**src/rtl/riscv_pkg.sv**
```systemverilog
// Shared RISC-V decode types: the instruction class handed over by the decoder.
package riscv_pkg;

    typedef enum logic [4:0] {
        OP_NOP    = 5'd0,
        OP_ADD    = 5'd1,
        OP_LW     = 5'd2,
        OP_SW     = 5'd3,
        LR_W      = 5'd4,
        SC_W      = 5'd5,
        AMOSWAP_W = 5'd6,
        AMOADD_W  = 5'd7,
        AMOXOR_W  = 5'd8,
        AMOAND_W  = 5'd9,
        AMOOR_W   = 5'd10,
        AMOMIN_W  = 5'd11,
        AMOMAX_W  = 5'd12,
        AMOMINU_W = 5'd13,
        AMOMAXU_W = 5'd14
    } instr_op_e;

endpackage

```
**src/rtl/amo_sequencer.sv**
```systemverilog
// Multi-cycle LR/SC/AMO controller beside EX/MEM: owns the data port while busy,
// sequences read -> compute -> write and holds the LR/SC reservation.
module amo_sequencer
    import riscv_pkg::*;
#(
    parameter int XLEN         = 32,
    parameter int RSV_GRAN_LSB = 2
) (
    input  logic            i_clk,
    input  logic            i_rst,
    input  logic            i_start,
    input  instr_op_e       i_op,
    input  logic [XLEN-1:0] i_addr,
    input  logic [XLEN-1:0] i_rs2,
    input  logic            i_snoop_store,
    input  logic [XLEN-1:0] i_snoop_addr,
    input  logic            i_clear_rsv,
    output logic            o_stall,
    output logic            o_done,
    output logic [XLEN-1:0] o_rd_data,
    output logic            o_misaligned,
    output logic            o_mem_req,
    output logic            o_mem_we,
    output logic [XLEN-1:0] o_mem_addr,
    output logic [XLEN-1:0] o_mem_wdata,
    output logic [3:0]      o_mem_wstrb,
    input  logic            i_mem_ready,
    input  logic            i_mem_rvalid,
    input  logic [XLEN-1:0] i_mem_rdata,
    output logic            o_rsv_valid
);

    typedef enum logic [2:0] {
        IDLE,
        RD_REQ,
        RD_WAIT,
        WR_REQ,
        DONE
    } state_e;

    localparam int RW = XLEN - RSV_GRAN_LSB;

    // Anything the decoder hands us that is not a known A-extension op runs as AMOADD.
    function automatic instr_op_e norm_op(input instr_op_e op);
        case (op)
            LR_W, SC_W, AMOSWAP_W, AMOADD_W, AMOXOR_W, AMOAND_W, AMOOR_W,
            AMOMIN_W, AMOMAX_W, AMOMINU_W, AMOMAXU_W: return op;
            default:                                  return AMOADD_W;
        endcase
    endfunction

    // Read-modify-write ALU; on a compare tie the memory value is kept.
    function automatic logic [XLEN-1:0] amo_alu(input instr_op_e       op,
                                                input logic [XLEN-1:0] mem,
                                                input logic [XLEN-1:0] rs2);
        case (op)
            AMOSWAP_W: return rs2;
            AMOXOR_W:  return mem ^ rs2;
            AMOAND_W:  return mem & rs2;
            AMOOR_W:   return mem | rs2;
            AMOMIN_W:  return ($signed(rs2) < $signed(mem)) ? rs2 : mem;
            AMOMAX_W:  return ($signed(rs2) > $signed(mem)) ? rs2 : mem;
            AMOMINU_W: return (rs2 < mem) ? rs2 : mem;
            AMOMAXU_W: return (rs2 > mem) ? rs2 : mem;
            default:   return mem + rs2;
        endcase
    endfunction

    state_e          state_q,      state_d;
    instr_op_e       op_q,         op_d;
    logic [XLEN-1:0] addr_q,       addr_d;
    logic [XLEN-1:0] rs2_q,        rs2_d;
    logic [XLEN-1:0] rd_data_q,    rd_data_d;
    logic            done_q,       done_d;
    logic            misaligned_q, misaligned_d;
    logic            mem_req_q,    mem_req_d;
    logic            mem_we_q,     mem_we_d;
    logic [XLEN-1:0] mem_addr_q,   mem_addr_d;
    logic [XLEN-1:0] mem_wdata_q,  mem_wdata_d;
    logic            rsv_valid_q,  rsv_valid_d;
    logic [RW-1:0]   rsv_addr_q,   rsv_addr_d;

    instr_op_e       start_op;
    logic [XLEN-1:0] start_word_addr;
    logic            snoop_hit;
    logic            unused_lsbs;

    assign start_op        = norm_op(i_op);
    assign start_word_addr = {i_addr[XLEN-1:2], 2'b00};
    assign snoop_hit       = i_snoop_store && (i_snoop_addr[XLEN-1:RSV_GRAN_LSB] == rsv_addr_q);
    assign unused_lsbs     = ^{i_snoop_addr[RSV_GRAN_LSB-1:0], addr_q[RSV_GRAN_LSB-1:0]};

    always_comb begin
        // NOTE: every *_d gets a default first so no path through the case leaves
        // a variable unassigned, which would otherwise infer a latch.
        state_d      = state_q;
        op_d         = op_q;
        addr_d       = addr_q;
        rs2_d        = rs2_q;
        rd_data_d    = rd_data_q;
        done_d       = 1'b0;
        misaligned_d = 1'b0;
        mem_req_d    = mem_req_q;
        mem_we_d     = mem_we_q;
        mem_addr_d   = mem_addr_q;
        mem_wdata_d  = mem_wdata_q;
        rsv_valid_d  = rsv_valid_q;
        rsv_addr_d   = rsv_addr_q;

        // External invalidation first; an LR set later in this block overrides it.
        if (i_clear_rsv || snoop_hit) begin
            rsv_valid_d = 1'b0;
        end

        case (state_q)
            IDLE: begin
                if (i_start) begin
                    op_d   = start_op;
                    addr_d = i_addr;
                    rs2_d  = i_rs2;
                    if (start_op == SC_W) begin
                        rsv_valid_d = 1'b0;
                    end
                    if (i_addr[1:0] != 2'b00) begin
                        state_d      = DONE;
                        done_d       = 1'b1;
                        misaligned_d = 1'b1;
                        rd_data_d    = '0;
                    end else if (start_op == SC_W) begin
                        if (rsv_valid_q && (i_addr[XLEN-1:RSV_GRAN_LSB] == rsv_addr_q)) begin
                            state_d     = WR_REQ;
                            mem_req_d   = 1'b1;
                            mem_we_d    = 1'b1;
                            mem_addr_d  = start_word_addr;
                            mem_wdata_d = i_rs2;
                        end else begin
                            state_d   = DONE;
                            done_d    = 1'b1;
                            rd_data_d = XLEN'(1);
                        end
                    end else begin
                        state_d    = RD_REQ;
                        mem_req_d  = 1'b1;
                        mem_we_d   = 1'b0;
                        mem_addr_d = start_word_addr;
                    end
                end
            end

            RD_REQ: begin
                if (i_mem_ready) begin
                    state_d   = RD_WAIT;
                    mem_req_d = 1'b0;
                end
            end

            RD_WAIT: begin
                if (i_mem_rvalid) begin
                    rd_data_d = i_mem_rdata;
                    if (op_q == LR_W) begin
                        state_d     = DONE;
                        done_d      = 1'b1;
                        rsv_valid_d = 1'b1;
                        rsv_addr_d  = addr_q[XLEN-1:RSV_GRAN_LSB];
                    end else begin
                        state_d     = WR_REQ;
                        mem_req_d   = 1'b1;
                        mem_we_d    = 1'b1;
                        mem_wdata_d = amo_alu(op_q, i_mem_rdata, rs2_q);
                    end
                end
            end

            WR_REQ: begin
                if (i_mem_ready) begin
                    state_d   = DONE;
                    done_d    = 1'b1;
                    mem_req_d = 1'b0;
                    mem_we_d  = 1'b0;
                    if (op_q == SC_W) begin
                        rd_data_d = '0;
                    end
                    if (addr_q[XLEN-1:RSV_GRAN_LSB] == rsv_addr_q) begin
                        rsv_valid_d = 1'b0;
                    end
                end
            end

            DONE: begin
                state_d = IDLE;
            end

            default: begin
                state_d   = IDLE;
                mem_req_d = 1'b0;
                mem_we_d  = 1'b0;
            end
        endcase
    end

    // NOTE: state is updated with non-blocking assignments so every flop samples
    // the pre-edge values regardless of statement order.
    always_ff @(posedge i_clk) begin
        if (i_rst) begin
            state_q      <= IDLE;
            op_q         <= OP_NOP;
            addr_q       <= '0;
            rs2_q        <= '0;
            rd_data_q    <= '0;
            done_q       <= 1'b0;
            misaligned_q <= 1'b0;
            mem_req_q    <= 1'b0;
            mem_we_q     <= 1'b0;
            mem_addr_q   <= '0;
            mem_wdata_q  <= '0;
            rsv_valid_q  <= 1'b0;
            rsv_addr_q   <= '0;
        end else begin
            state_q      <= state_d;
            op_q         <= op_d;
            addr_q       <= addr_d;
            rs2_q        <= rs2_d;
            rd_data_q    <= rd_data_d;
            done_q       <= done_d;
            misaligned_q <= misaligned_d;
            mem_req_q    <= mem_req_d;
            mem_we_q     <= mem_we_d;
            mem_addr_q   <= mem_addr_d;
            mem_wdata_q  <= mem_wdata_d;
            rsv_valid_q  <= rsv_valid_d;
            rsv_addr_q   <= rsv_addr_d;
        end
    end

    // Stall drops in DONE so the pipeline advances together with the writeback.
    assign o_stall = ((state_q == IDLE) && i_start) ||
                     (state_q == RD_REQ) || (state_q == RD_WAIT) || (state_q == WR_REQ);

    assign o_done       = done_q;
    assign o_rd_data    = rd_data_q;
    assign o_misaligned = misaligned_q;
    assign o_mem_req    = mem_req_q;
    assign o_mem_we     = mem_we_q;
    assign o_mem_addr   = mem_addr_q;
    assign o_mem_wdata  = mem_wdata_q;
    assign o_mem_wstrb  = {4{mem_we_q}};
    assign o_rsv_valid  = rsv_valid_q;

endmodule

```
**config.mk**
```make
export PLATFORM = sky130hd
export DESIGN_NAME = amo_sequencer
export DESIGN_NICKNAME = d
export VERILOG_FILES = /design/src/rtl/riscv_pkg.sv /design/src/rtl/amo_sequencer.sv
export SDC_FILE = /design/constraint.sdc
export NUM_CORES = 1
export LEC_CHECK = 0
export ABC_AREA = 1
export BUFFER_PORTS_ARGS = -buffer_cell sky130_fd_sc_hd__buf_4
export CORE_UTILIZATION = 43
export DETAILED_ROUTE_END_ITERATION = 10
export GPL_ROUTABILITY_DRIVEN = 0
export HOLD_SLACK_MARGIN = 0.05
export PLACE_DENSITY = 0.68
export SLEW_MARGIN = 20
export SYNTH_ARGS = -nofsm -noshare
export SYNTH_HDL_FRONTEND = slang
export SYNTH_SLANG_ARGS = --single-unit
export TNS_END_PERCENT = 50
```
**constraint.sdc**
```tcl
create_clock -name i_clk -period 8.5 [get_ports i_clk]
set_clock_uncertainty 0.2 [all_clocks]
set_input_delay 0.85 -clock i_clk [delete_from_list [all_inputs] [get_ports i_clk]]
set_output_delay 0.85 -clock i_clk [all_outputs]
set_load 0.005 [all_outputs]
```
# Word-level counts from Yosys, hierarchy flattened
# Index checks and enable logic that the tools add are counted.
[word_totals]
wordCells = 153
memories = 0
inputBits = 140
reg_bits = 203
mem_bits_rw = 0
latch_bits = 0
out_inout_bits = 106
romBits = 0
[op_classes]
n_shift = 0
eq_ne = 43
addsub = 1
bitwise = 8
n_div = 0
n_reduce_logical = 23
n_lt_le_gt_ge = 4
n_mux = 61
n_mul = 0
[ops]
columns = ["op", "n"]
rows = [
  ["$mux W32", 19],
  ["$pmux W32 S8", 1],
  ["$pmux W32 S3", 1],
  ["$eq A30 B30 Y1", 3],
  ["$eq A5 B4 Y1 const B", 14],
  ["$gt A32 B32 Y1", 2],
  ["$lt A32 B32 Y1", 2],
  ["$pmux W32 S2", 1],
  ["$eq A5 B3 Y1 const B", 8],
  ["$add A32 B32 Y32", 1],
  ["$and A32 B32 Y32", 1],
  ["$or A32 B32 Y32", 1],
  ["$xor A32 B32 Y32", 1],
  ["$reduce_and A7 Y1", 4],
  ["$mux W1", 25],
  ["$mux W3", 8],
  ["$ne A2 B2 Y1 const B", 9],
  ["$pmux W3 S4", 1],
  ["$reduce_or A11 Y1", 1],
  ["$ne A3 B3 Y1 const B", 3],
  ["$pmux W1 S4", 2],
  ["$reduce_and A4 Y1", 2],
  ["$eq A3 B2 Y1 const B", 2],
  ["$pmux W1 S3", 2],
  ["other kinds (14)", 26],
]

# Logic depth before layout (Yosys ltp)
# Gate-level depths: netlist of the first run.
[logic_depth]
depth_word = 8
mapped_depth = 23
depth_no_buf = 22

# Worst setup path after synthesis of the first run
# No wires, ideal clock.
[synth_path]
path_kind = "input port to flip-flop"
startpoint = "in i_mem_rdata[27]"
endpoint = "reg mem_wdata_q[19], in the netlist o_mem_wdata[19]"
n_path_buf = 3
path_slack_ns = 5.348
t_arrival_ns = 2.820
required_time_ns = 8.168
stages = 16
setup_ns = 0.132
path_cell_list = "inv_1 ha_1 buf_2 nor2_2 nand3_1 nor2_2 and3_1 nand2_1 nand2_4 buf_4 clkbuf_1 nand2_1 o211ai_1 nand4_1 nand2_1 a21oi_1"
[synth_between]
elab_chain_cells = 6
word_cells_on_any_way = 12
[synth_rtl]
columns = ["item", "line", "source"]
rows = [
  ["start, declared", "amo_sequencer.sv:29", "input logic [XLEN-1:0] i_mem_rdata,"],
  ["$gt A32 B32 Y1 (tied with other cells)", "amo_sequencer.sv:64", "AMOMAXU_W: return (rs2 > mem) ? rs2 : mem;"],
  ["$mux W32, on equally long branches", "--", ""],
  ["$pmux W32 S8 *", "amo_sequencer.sv:56", "case (op)"],
  ["$mux W32 *", "amo_sequencer.sv:160", "if (op_q == LR_W) begin"],
  ["$mux W32 *", "amo_sequencer.sv:158", "if (i_mem_rvalid) begin"],
  ["$pmux W32 S2 *", "amo_sequencer.sv:115", "case (state_q)"],
  ["end signal, assigned", "amo_sequencer.sv:229", "mem_wdata_q <= mem_wdata_d;"],
  ["end, declared", "amo_sequencer.sv:79", "logic [XLEN-1:0] mem_wdata_q, mem_wdata_d;"],
]
# Mark *: on every way between the ends. The rest lies on a longest branch, timed or not. The select of a mux whose other input is x is not followed.
# A chain may end at the register's enable or synchronous reset.

# Worst setup path in the final report of the first run
[layout_path]
startpoint = "in i_mem_rdata[7]"
endpoint = "reg mem_wdata_q[11], in the netlist o_mem_wdata[11]"
# Same word-level chain as after synthesis.

==> results of run 1 <==
per-stage QoR:
step	std cells	instance area (um^2)
global route	2956	17400
detailed placement	2923	16800
global placement	2923	16800
CTS	2955	17400
finish	2956	17400
floorplan	2352	14800
worst max-delay path: stages:
cell and delay [ns]:
buf_4 0.11, inv_1 0.18, ha_1 0.35, inv_2 0.12, nand2_1 0.10, nor3_1 0.29
nand2_1 0.09, nand2_1 0.07, nand2_1 0.05, nand2_1 0.06, nand2_1 0.11, nand2_4 0.49
nand2_2 0.14, nand2_4 0.44, nand2_4 0.50, inv_2 0.62, nand2_1 0.10, nand3_1 0.10
nand4_1 0.14, nand2_1 0.13, a21oi_1 0.07
worst max path at each step:
stage / startpoint / endpoint / slack, ns / cells after the start
after floorplan: i_mem_rdata[27] / o_mem_wdata[19]$_SDFFE_PP0P_ / 5.35 / 16
after global placement: i_mem_rdata[31] / o_mem_wdata[11]$_SDFFE_PP0P_ / 3.30 / 18
after detailed placement: i_mem_rdata[6] / o_mem_wdata[11]$_SDFFE_PP0P_ / 3.22 / 21
after CTS: i_mem_rdata[7] / o_mem_wdata[11]$_SDFFE_PP0P_ / 3.69 / 21
after global routing: i_mem_rdata[7] / o_mem_wdata[28]$_SDFFE_PP0P_ / 3.23 / 21
final: i_mem_rdata[7] / o_mem_wdata[11]$_SDFFE_PP0P_ / 3.51 / 21
synth_stat cells (4+ instances only):
| master | count |
|---|---|
| buf_2 | 34 |
| a221oi_1 | 27 |
| ha_1 | 96 |
| inv_2 | 8 |
| o21a_1 | 4 |
| o21bai_1 | 12 |
| o21ai_1 | 26 |
| o221ai_1 | 6 |
| o22ai_1 | 37 |
| buf_4 | 10 |
| clkbuf_1 | 84 |
| nor2_1 | 306 |
| xor2_1 | 19 |
| nor4_1 | 9 |
| dfxtp_1 | 199 |
| nor2_2 | 4 |
| xnor2_1 | 17 |
| nand4_1 | 45 |
| nand3_1 | 91 |
| o21ai_0 | 278 |
| a21oi_1 | 256 |
| nor3_1 | 22 |
| inv_1 | 259 |
| nand2_1 | 417 |
| o211ai_1 | 35 |
| o2111ai_1 | 13 |
cell type report:
type	instances	area, um^2
clock buffers	19	443
clock inverters	13	201
fillers	3473	16300
inverters	267	1000
multi-input cells	1753	9280
flip-flops and latches	199	3980
well taps	448	561
repair buffers	257	1950
power by group through the flow:
| stage | Combinational (mW) | Sequential (mW) | Clock, mW |
|---|---|---|---|
| finish | 2.61 | 1.36 | 0.901 |
| global placement | 2.49 | 1.36 | 0 |
| floorplan | 1.75 | 1.32 | 0 |
| global route | 2.87 | 1.39 | 0.943 |
| detailed placement | 2.54 | 1.37 | 0 |
| CTS | 2.55 | 1.35 | 0.908 |
flip-flops by register name (all words and copies together), names as in the netlist, 3 cells and up:
register	count
addr_q	30
o_mem_addr	30
o_mem_wdata	32
o_rd_data	32
op_q	5
rs2_q	32
rsv_addr_q	30
state_q	3
per-layer routing:
layer,vias to the layer above,wire length (um),GRT usage
li1,8163,-,-
met1,7941,22600,0.388
met2,968,25200,0.502
met3,164,5970,0.0756
met4,2,2660,0.161
met5,-,13,0
cell families (layout without fill, tap and decap cells):
kind of cell	after synthesis	count (layout)	share of synthesized area
AOI/OAI and AO/OA	710	710	0.267
and+or+nand+nor	908	908	0.253
other	1	2	0.000253
buffers and inverters	400	556	0.108
xor gates and xnor gates	36	36	0.0213
adders and majority gates	97	97	0.0823
DFF	199	199	0.269
==> results.cfg, run 1 <==
[cts]
cts_hold_repair.buffers = 0
cts_tree = done
root_buffer = clkbuf_16
htreeDepth = 4
cts_resized = 0
clock-sinks = 199
cts_buffer_depth = 2
clk_latency_ns = 0.48
cts_made_buffers = 17
post_cts_buffers = 0
clk_pin_slew_ns = 0.08

[power]
p_seq_frac = 0.279
ir_worst_vdd_mv = 0.188
net-switching-power_mw = 2.46
clkPwrFrac = 0.185
p_comb_frac = 0.536
power_mw = 4.87
p_int_mw = 2.41
p_per_area_nw_per_um2 = 280
netSwitchingFraction = 0.505
leakagePower_nw = 7.86

[worst_setup_path]
regToRegStartpoint = rs2_q[6]$_SDFFE_PP0P_
crit_type = in2reg
r2r_setup_slack_ns = 3.56
cp.arrival_ns = 5.13
r2r-end = o_mem_wdata[11]$_SDFFE_PP0P_
cp-start-kind = input port
critPathCaptureType = flip-flop
critical_path_peak_fanout = 53
cp.required_ns = 8.64
reg2reg_depth = 20

[yosys]
netlist_area_um2 = 14800
synthTopCellsByArea = dfxtp_1 27%, nand2_1 11%, o21ai_0 9.4%
synth_top_area_cell = dfxtp_1
ys_types = 47
synth-seq-area-share = 0.269
async_reset_ff_frac = 0
synth_warnings = 0
syn_avg_cell_area_um2 = 6.31
netlist_instances = 2351
synth-seq-cells = 199
synth_ff_type = dfxtp_1
synth_top_area_frac = 0.269
synth_edf_count = 0

[drt]
dr.pass1.iters = 6
drc = 0
drt_iter0_markers = 1661
viasPerCell = 5.83
detail_route.wl_per_cell_um = 19.1
drt-total-wl_mm = 56.5
ant_nets = 0
num_vias = 17238

[floorplan]
io_pins = 246
floorplan.initialDensity = 0.440
fp.dieW_um = 188
coreArea_um2 = 33700
core.rowCount = 67
die_h_um = 188
die_area_um2 = 35200

[min_path]
hp-class = reg2reg
whs_path_depth = 2
hold_path_startpoint = o_mem_wdata[13]$_SDFFE_PP0P_
hold_end = o_mem_wdata[13]$_SDFFE_PP0P_

[timing]
hold_violations = 0
slew_viol_final = 0
postLayoutSetupSlackWorst_ns = 3.51
tns_ns = 0
rsz0062_at_grt = false
tightest_slew_ns = 1.14
min_period_over_period = 0.587
setup_viol_count_final = 0
max_freq_mhz = 201
worst_hold_slack_ns = 0.268
relSlewSlack = 0.235
finalCriticalPeriod_ns = 4.99

[global_routing]
grt_overflow = 0
first_global_vias = 15920
grt_antenna_before_repair = 1
grt_first_pass_wirelength_mm = 87.2
grtUsageTotal = 0.313
grt_max_degree = 125

[layout]
fin_nets = 2732
mostFrequentLayoutCell = nand2_1
layout-drive-gt1-share = 0.126
fin_util = 0.517
area_growth_pct = 17.5
antenna_cells = 0
final_cell_mix = 416 x nand2_1, 304 x nor2_1, 278 x o21ai_0

[placement]
io_buffers = 241
hpwl_mm = 40.4
place_ws_ns = 3.22

[flow_run]
maxCapViolations = 0

[outcome]
outcome = completed
Power figures use the tool's default switching activity.
==> run 2, diff against run 1 <==
--- a/config.mk
+++ b/config.mk
@@ -5,7 +5,7 @@
 export SDC_FILE = /design/constraint.sdc
 export NUM_CORES = 1
 export LEC_CHECK = 0
-export ABC_AREA = 1
+export ABC_AREA = 0
 export BUFFER_PORTS_ARGS = -buffer_cell sky130_fd_sc_hd__buf_4
 export CORE_UTILIZATION = 43
 export DETAILED_ROUTE_END_ITERATION = 10
==> constraint.sdc (replaced) <==
create_clock -name i_clk -period 4.9 [get_ports i_clk]
set_clock_uncertainty 0.2 [all_clocks]
set_input_delay 0.49 -clock i_clk [delete_from_list [all_inputs] [get_ports i_clk]]
set_output_delay 0.49 -clock i_clk [all_outputs]
set_load 0.005 [all_outputs]
==> results.cfg, run 2 <==
[outcome]
outcome = completed

[min_path]
hold_path_startpoint = i_rs2[24]
hold_end = rs2_q[24]$_SDFFE_PP0P_
hp-class = in2reg
whs_path_depth = 3

[timing]
tightest_slew_ns = 0.977
hold_violations = 0
tns_ns = 0
max_freq_mhz = 238
finalCriticalPeriod_ns = 4.20
min_period_over_period = 0.856
relSlewSlack = 0.348
setup_viol_count_final = 0
slew_viol_final = 0
rsz0062_at_grt = false
postLayoutSetupSlackWorst_ns = 0.703

[global_routing]
grtUsageTotal = 0.266
grt_max_degree = 124
grt_first_pass_wirelength_mm = 65.1
grt_overflow = 0
grt_antenna_before_repair = 5
first_global_vias = 12140

[placement]
place_ws_ns = 0.602
hpwl_mm = 30.2
dpl_cell_area_um2 = 15200
io_buffers = 241

[yosys]
netlist_instances = 1691
synth-seq-cells = 199
synth_edf_count = 0
synth_common_cells = 254 x nand2_1, 199 x dfxtp_1, 180 x a21oi_1, 180 x nor2_1, 96 x ha_1
yosysMostFrequentCell = nand2_1
ys_types = 80
synth_ff_type = dfxtp_1
async_reset_ff_frac = 0
synth_top_area_frac = 0.302
synth-seq-area-share = 0.302
syn_avg_cell_area_um2 = 7.80
synth_top_area_cell = dfxtp_1
synthTopCellsByArea = dfxtp_1 30%, ha_1 9.1%, nand2_1 7.2%
synth_warnings = 0
netlist_area_um2 = 13200

[drt]
detail_route.wl_per_cell_um = 18.6
ant_nets = 0
viasPerCell = 5.62
drc = 0
num_vias = 12757
drt-total-wl_mm = 42.1
drt_iter0_markers = 939
dr.pass1.iters = 7

[worst_setup_path]
critical_path_buf_inv_count = 3
critical_path_peak_fanout = 25
cp.required_ns = 5.01
r2r_setup_slack_ns = 0.70
critPathCaptureType = flip-flop
crit_top_cell = inv_1
regToRegStartpoint = rs2_q[14]$_SDFFE_PP0P_
cp.arrival_ns = 4.30
reg2reg_depth = 12
cp-start-kind = flip-flop
r2r-end = o_mem_wdata[18]$_SDFFE_PP0P_
crit_family = compound AO/OA/AOI/OAI gates
path_cells = inv_1 > ha_1 > inv_1 > a221oi_2 > o21bai_1 > or4_4 > a21boi_2 > mux2i_1 > nand2_1 > buf_4 > a222oi_1 > a211oi_1
crit_type = reg2reg
slowest_stage = ha_1
slowest_delay_ns = 0.54

[flow_run]
maxCapViolations = 0

[floorplan]
coreArea_um2 = 29900
io_pins = 246
fp.dieW_um = 177
die_h_um = 177
die_area_um2 = 31400
core.rowCount = 63
floorplan.initialDensity = 0.442

[layout]
area_growth_pct = 19.7
multiInputGateArea_um2 = 8410
layout-drive-gt1-share = 0.184
fin_nets = 2099
mostFrequentLayoutCell = buf_4
ff_latch_area_um2 = 3980
final_cell_mix = 263 x buf_4, 253 x nand2_1, 199 x dfxtp_1
postLayoutCellArea_um2 = 15800
fill_cells = 2845

[cts]
cts_hold_repair.buffers = 0
cts_buffer_depth = 2
cts_made_buffers = 17
cts_resized = 0
clock-sinks = 199
htreeDepth = 4
cts_tree = done
post_cts_buffers = 0
clk_latency_ns = 0.48
root_buffer = clkbuf_16
clk_pin_slew_ns = 0.08

[power]
ir_worst_vdd_mv = 0.257
leakagePower_nw = 6.79
p_per_area_nw_per_um2 = 273
power_mw = 4.31
## run 2: changes by cell type in the layout (fill, tap and decap cells not counted), moves of 14 or more
cell      previous run  this run
xnor2_1             17        78
nand3_1             91        14
a221oi_2             0        21
a221oi_1            27        12
o21ai_0            278        55
nand2_1            416       253
a21oi_1            256       180
a22oi_1              0        14
inv_1              258        82
nand4_1             45        23
mux2i_1              0        67
o22ai_1             37         5
nor2_1             304       179
a21o_1               2        22
## run 2: tightest hold or removal path, delay by kind of cell
family	cells	cell delay, ns
buffers and inverters	1	0.11
and+or+nand+nor	1	0.05
AOI/OAI and AO/OA	1	0.05
## run 2: worst max-delay path by stage
stage,from,end,slack (ns),cells past startpoint
floorplan,i_mem_rdata[23],o_mem_wdata[3]$_SDFFE_PP0P_,1.51,14
global placement,i_mem_rdata[14],o_mem_wdata[18]$_SDFFE_PP0P_,0.61,13
detailed placement,i_mem_rdata[14],o_mem_wdata[18]$_SDFFE_PP0P_,0.60,13
CTS,rs2_q[14]$_SDFFE_PP0P_,o_mem_wdata[18]$_SDFFE_PP0P_,0.79,12
global route,rs2_q[14]$_SDFFE_PP0P_,o_mem_wdata[18]$_SDFFE_PP0P_,0.39,12
finish,rs2_q[14]$_SDFFE_PP0P_,o_mem_wdata[18]$_SDFFE_PP0P_,0.70,12
## run 2: per-layer routing
layer	wire length (um)	GRT usage
met1	17500	0.326
met4	1430	0.123
met5	31	0
met3	3130	0.0588
met2	20000	0.442
## run 2: cells by family after synthesis
logic type	synth area share
DFF	0.302
adders and majority gates	0.0926
buffers and inverters	0.0624
AOI/OAI and AO/OA	0.223
other	0.000284
and+or+nand+nor	0.197
muxes	0.0517
xor gates and xnor gates	0.0704
## run 2: cell type report
cell class / instances / share of cell area
Antenna cell: 3 / 0.000475
Clock inverter: 13 / 0.00824
Sequential cell: 199 / 0.252
Clock buffer: 19 / 0.0281
Timing Repair Buffer: 265 / 0.127
Multi-Input combinational cell: 1294 / 0.533
Tap cell: 390 / 0.0309
Inverter: 85 / 0.0202
## run 2: stage by stage
stage	utilization	hold slack (ns)	instances
final	0.529	0.0732	2268
after global routing	0.528	0.0675	2267
after CTS	0.528	0.0598	2265
after detailed placement	0.509	0.245	2233
after global placement	0.509	0.236	2233
after floorplan	-	0.243	1692
## run 2: power by group
group          leakage [nW]  switching (mW)  internal [mW]
clock network         0.283           0.722          0.690
logic                  4.89           0.666          0.447
registers              1.62          0.0918           1.69
total                  6.79            1.48           2.83
==> run 3, diff against run 2 <==
--- a/config.mk
+++ b/config.mk
@@ -5,13 +5,14 @@
 export SDC_FILE = /design/constraint.sdc
 export NUM_CORES = 1
 export LEC_CHECK = 0
-export ABC_AREA = 0
+export ABC_AREA = 1
 export BUFFER_PORTS_ARGS = -buffer_cell sky130_fd_sc_hd__buf_4
 export CORE_UTILIZATION = 43
 export DETAILED_ROUTE_END_ITERATION = 10
 export GPL_ROUTABILITY_DRIVEN = 0
 export HOLD_SLACK_MARGIN = 0.05
-export PLACE_DENSITY = 0.68
+export PLACE_DENSITY = 0.7
+export RECOVER_POWER = 50
 export SLEW_MARGIN = 20
 export SYNTH_ARGS = -nofsm -noshare
 export SYNTH_HDL_FRONTEND = slang
==> constraint.sdc (replaced) <==
create_clock -name i_clk -period 3.6 [get_ports i_clk]
set_clock_uncertainty 0.2 [all_clocks]
set_input_delay 0.36 -clock i_clk [delete_from_list [all_inputs] [get_ports i_clk]]
set_output_delay 0.36 -clock i_clk [all_outputs]
set_load 0.005 [all_outputs]
==> results.cfg, run 3 (synthesis results as in run 1) <==
[floorplan]
die_h_um = 188
core.rowCount = 67
floorplan.initialDensity = 0.440
fp.dieW_um = 188
die_area_um2 = 35200
io_pins = 246
coreArea_um2 = 33700

[layout]
final_cell_mix = 416 x nand2_1, 306 x nor2_1, 278 x o21ai_0
fin_nets = 2831
layout-drive-gt1-share = 0.127
multiInputGateArea_um2 = 9290
ff_latch_area_um2 = 3990
mostFrequentLayoutCell = nand2_1
fill_cells = 3325
area_growth_pct = 23.2

[cts]
cts_buffer_depth = 2
clock-sinks = 199
post_cts_buffers = 0
clk_pin_slew_ns = 0.08
clk_latency_ns = 0.47
cts_made_buffers = 17
root_buffer = clkbuf_16
cts_tree = done
htreeDepth = 4

[drt]
num_vias = 17684
drc = 0
drt_iter0_markers = 2043
viasPerCell = 5.78
ant_nets = 0
detail_route.wl_per_cell_um = 18.6
drt-total-wl_mm = 56.9
dr.pass1.iters = 6

[timing]
slew_viol_final = 0
setup_viol_count_final = 0
tightest_slew_ns = 1.08
min_period_over_period = 0.946
tns_ns = 0
relSlewSlack = 0.283
hold_violations = 0
worst_hold_slack_ns = 0.0593
finalCriticalPeriod_ns = 3.41
max_freq_mhz = 294

[worst_setup_path]
critical_path_buf_inv_count = 3
path_cells = inv_1 > ha_1 > inv_1 > a21oi_1 > o21a_1 > nand2_1 > a21oi_2 > nand2_4 > nand2_2 > buf_12 > nand2_1 > nand2_1 > o21ai_1 > nor2_1 > nand4_1 > nand2_1 > a21oi_1
crit_type = reg2reg
cp.required_ns = 3.74
r2r-end = o_mem_wdata[11]$_SDFFE_PP0P_
crit_top_cell = nand2_1
critPathCaptureType = flip-flop
cp-start-kind = flip-flop
crit_family = simple AND/OR/NAND/NOR gates
reg2reg_depth = 17
critical_path_peak_fanout = 32
r2r_setup_slack_ns = 0.19
startpoint = rs2_q[21]$_SDFFE_PP0P_
regToRegStartpoint = rs2_q[21]$_SDFFE_PP0P_
crit_path_end = o_mem_wdata[11]$_SDFFE_PP0P_
cp.depth = 17
cp.arrival_ns = 3.55
slowest_delay_ns = 0.46
slowest_stage = dfxtp_1

[flow_run]
maxCapViolations = 0

[global_routing]
grt_max_degree = 98
grt_first_pass_wirelength_mm = 89.3
grt_overflow = 0
first_global_vias = 16562
grt_antenna_before_repair = 2
grtUsageTotal = 0.318

[min_path]
hp-class = in2reg

[power]
p_int_mw = 5.82
clkPwrFrac = 0.170
leakagePower_nw = 8.15
p_comb_frac = 0.557
ir_worst_vdd_mv = 0.427
p_per_area_nw_per_um2 = 641
netSwitchingFraction = 0.503
p_seq_frac = 0.273
net-switching-power_mw = 5.90

[placement]
io_buffers = 241
hpwl_mm = 41.4

[outcome]
outcome = completed
## run 3: changes by cell type in the layout (fill, tap and decap cells not counted), moves of 22 or more
cell / before / now
o21ai_0: 55 / 278
inv_1: 82 / 258
nand2_1: 253 / 416
nor2_1: 179 / 306
buf_4: 263 / 177
clkbuf_4: 0 / 80
nand3_1: 14 / 91
a21oi_1: 180 / 256
dlygate4sd3_1: 0 / 67
mux2i_1: 67 / 0
xnor2_1: 78 / 17
o22ai_1: 5 / 37
clkbuf_1: 1 / 25
nand4_1: 23 / 45
## run 3: power groups by stage
stage	clock [mW]	sequential [mW]	combinational (mW)
after floorplan	0	3.11	4.14
after global placement	0	3.20	6.16
after detailed placement	0	3.23	6.28
after CTS	2.01	3.19	6.37
after global routing	2.10	3.27	7.14
final	1.99	3.20	6.53
## run 3: per-layer routing
| metal | vias to the layer above | share of wire | GRT usage |
|---|---|---|---|
| met2 | 1010 | 0.46 | 0.525 |
| met5 | - | 0 | 0 |
| met4 | 0 | 0.046 | 0.147 |
| met3 | 194 | 0.10 | 0.0593 |
| li1 | 8360 | - | - |
| met1 | 8120 | 0.40 | 0.399 |
## run 3: through the flow
step / total power [mW] / instances / worst slack, ns / instance area [um^2] / utilization
floorplan: 7.25 / 2352 / 0.904 / 14800 / -
global placement: 9.36 / 2956 / 0.192 / 17100 / 0.506
detailed placement: 9.51 / 2956 / 0.133 / 17100 / 0.506
CTS: 11.6 / 3055 / 0.174 / 18300 / 0.544
global route: 12.5 / 3056 / -0.00884 / 18300 / 0.542
finish: 11.7 / 3057 / 0.194 / 18300 / 0.542
## run 3: worst register-to-register path, delay by kind of cell (launching register included)
family | cells | cell delay (ns)
flip-flops | 1 | 0.46
AND/OR/NAND/NOR | 8 | 1.07
AO/OA/AOI/OAI | 5 | 0.72
adder cells (fa/ha/maj) | 1 | 0.43
buffers and inverters | 3 | 0.41
## run 3: area by class of cell
type / instances / area share
flip-flops and latches: 199 / 0.218
clock inverters: 14 / 0.00938
clock buffers: 18 / 0.0235
diodes: 2 / 0.000274
repair buffers: 356 / 0.155
multi-input cells: 1753 / 0.508
inverters: 267 / 0.0549
well taps: 448 / 0.0307
## run 3: timing repair
action / in CTS / in global routing
endpoints found under the hold margin: 99 / 0
gates resized for setup: 0 / 11
hold buffers: 67 / 0
setup endpoints to repair: 0 / 29
## run 3: how the worst min path moves through the flow
stage,start,endpoint,slack [ns],depth (start not counted)
6_report,i_op[1],op_q[1]$_SDFFE_PP0P_,0.06,5
3_3_place_gp,o_mem_wdata[16]$_SDFFE_PP0P_,o_mem_wdata[16]$_SDFFE_PP0P_,0.25,2
3_5_place_dp,o_mem_wdata[28]$_SDFFE_PP0P_,o_mem_wdata[28]$_SDFFE_PP0P_,0.26,2
2_1_floorplan,addr_q[31]$_SDFFE_PP0P_,addr_q[31]$_SDFFE_PP0P_,0.25,2
5_1_grt,i_op[1],op_q[1]$_SDFFE_PP0P_,0.10,5
4_1_cts,i_op[1],op_q[1]$_SDFFE_PP0P_,0.06,5
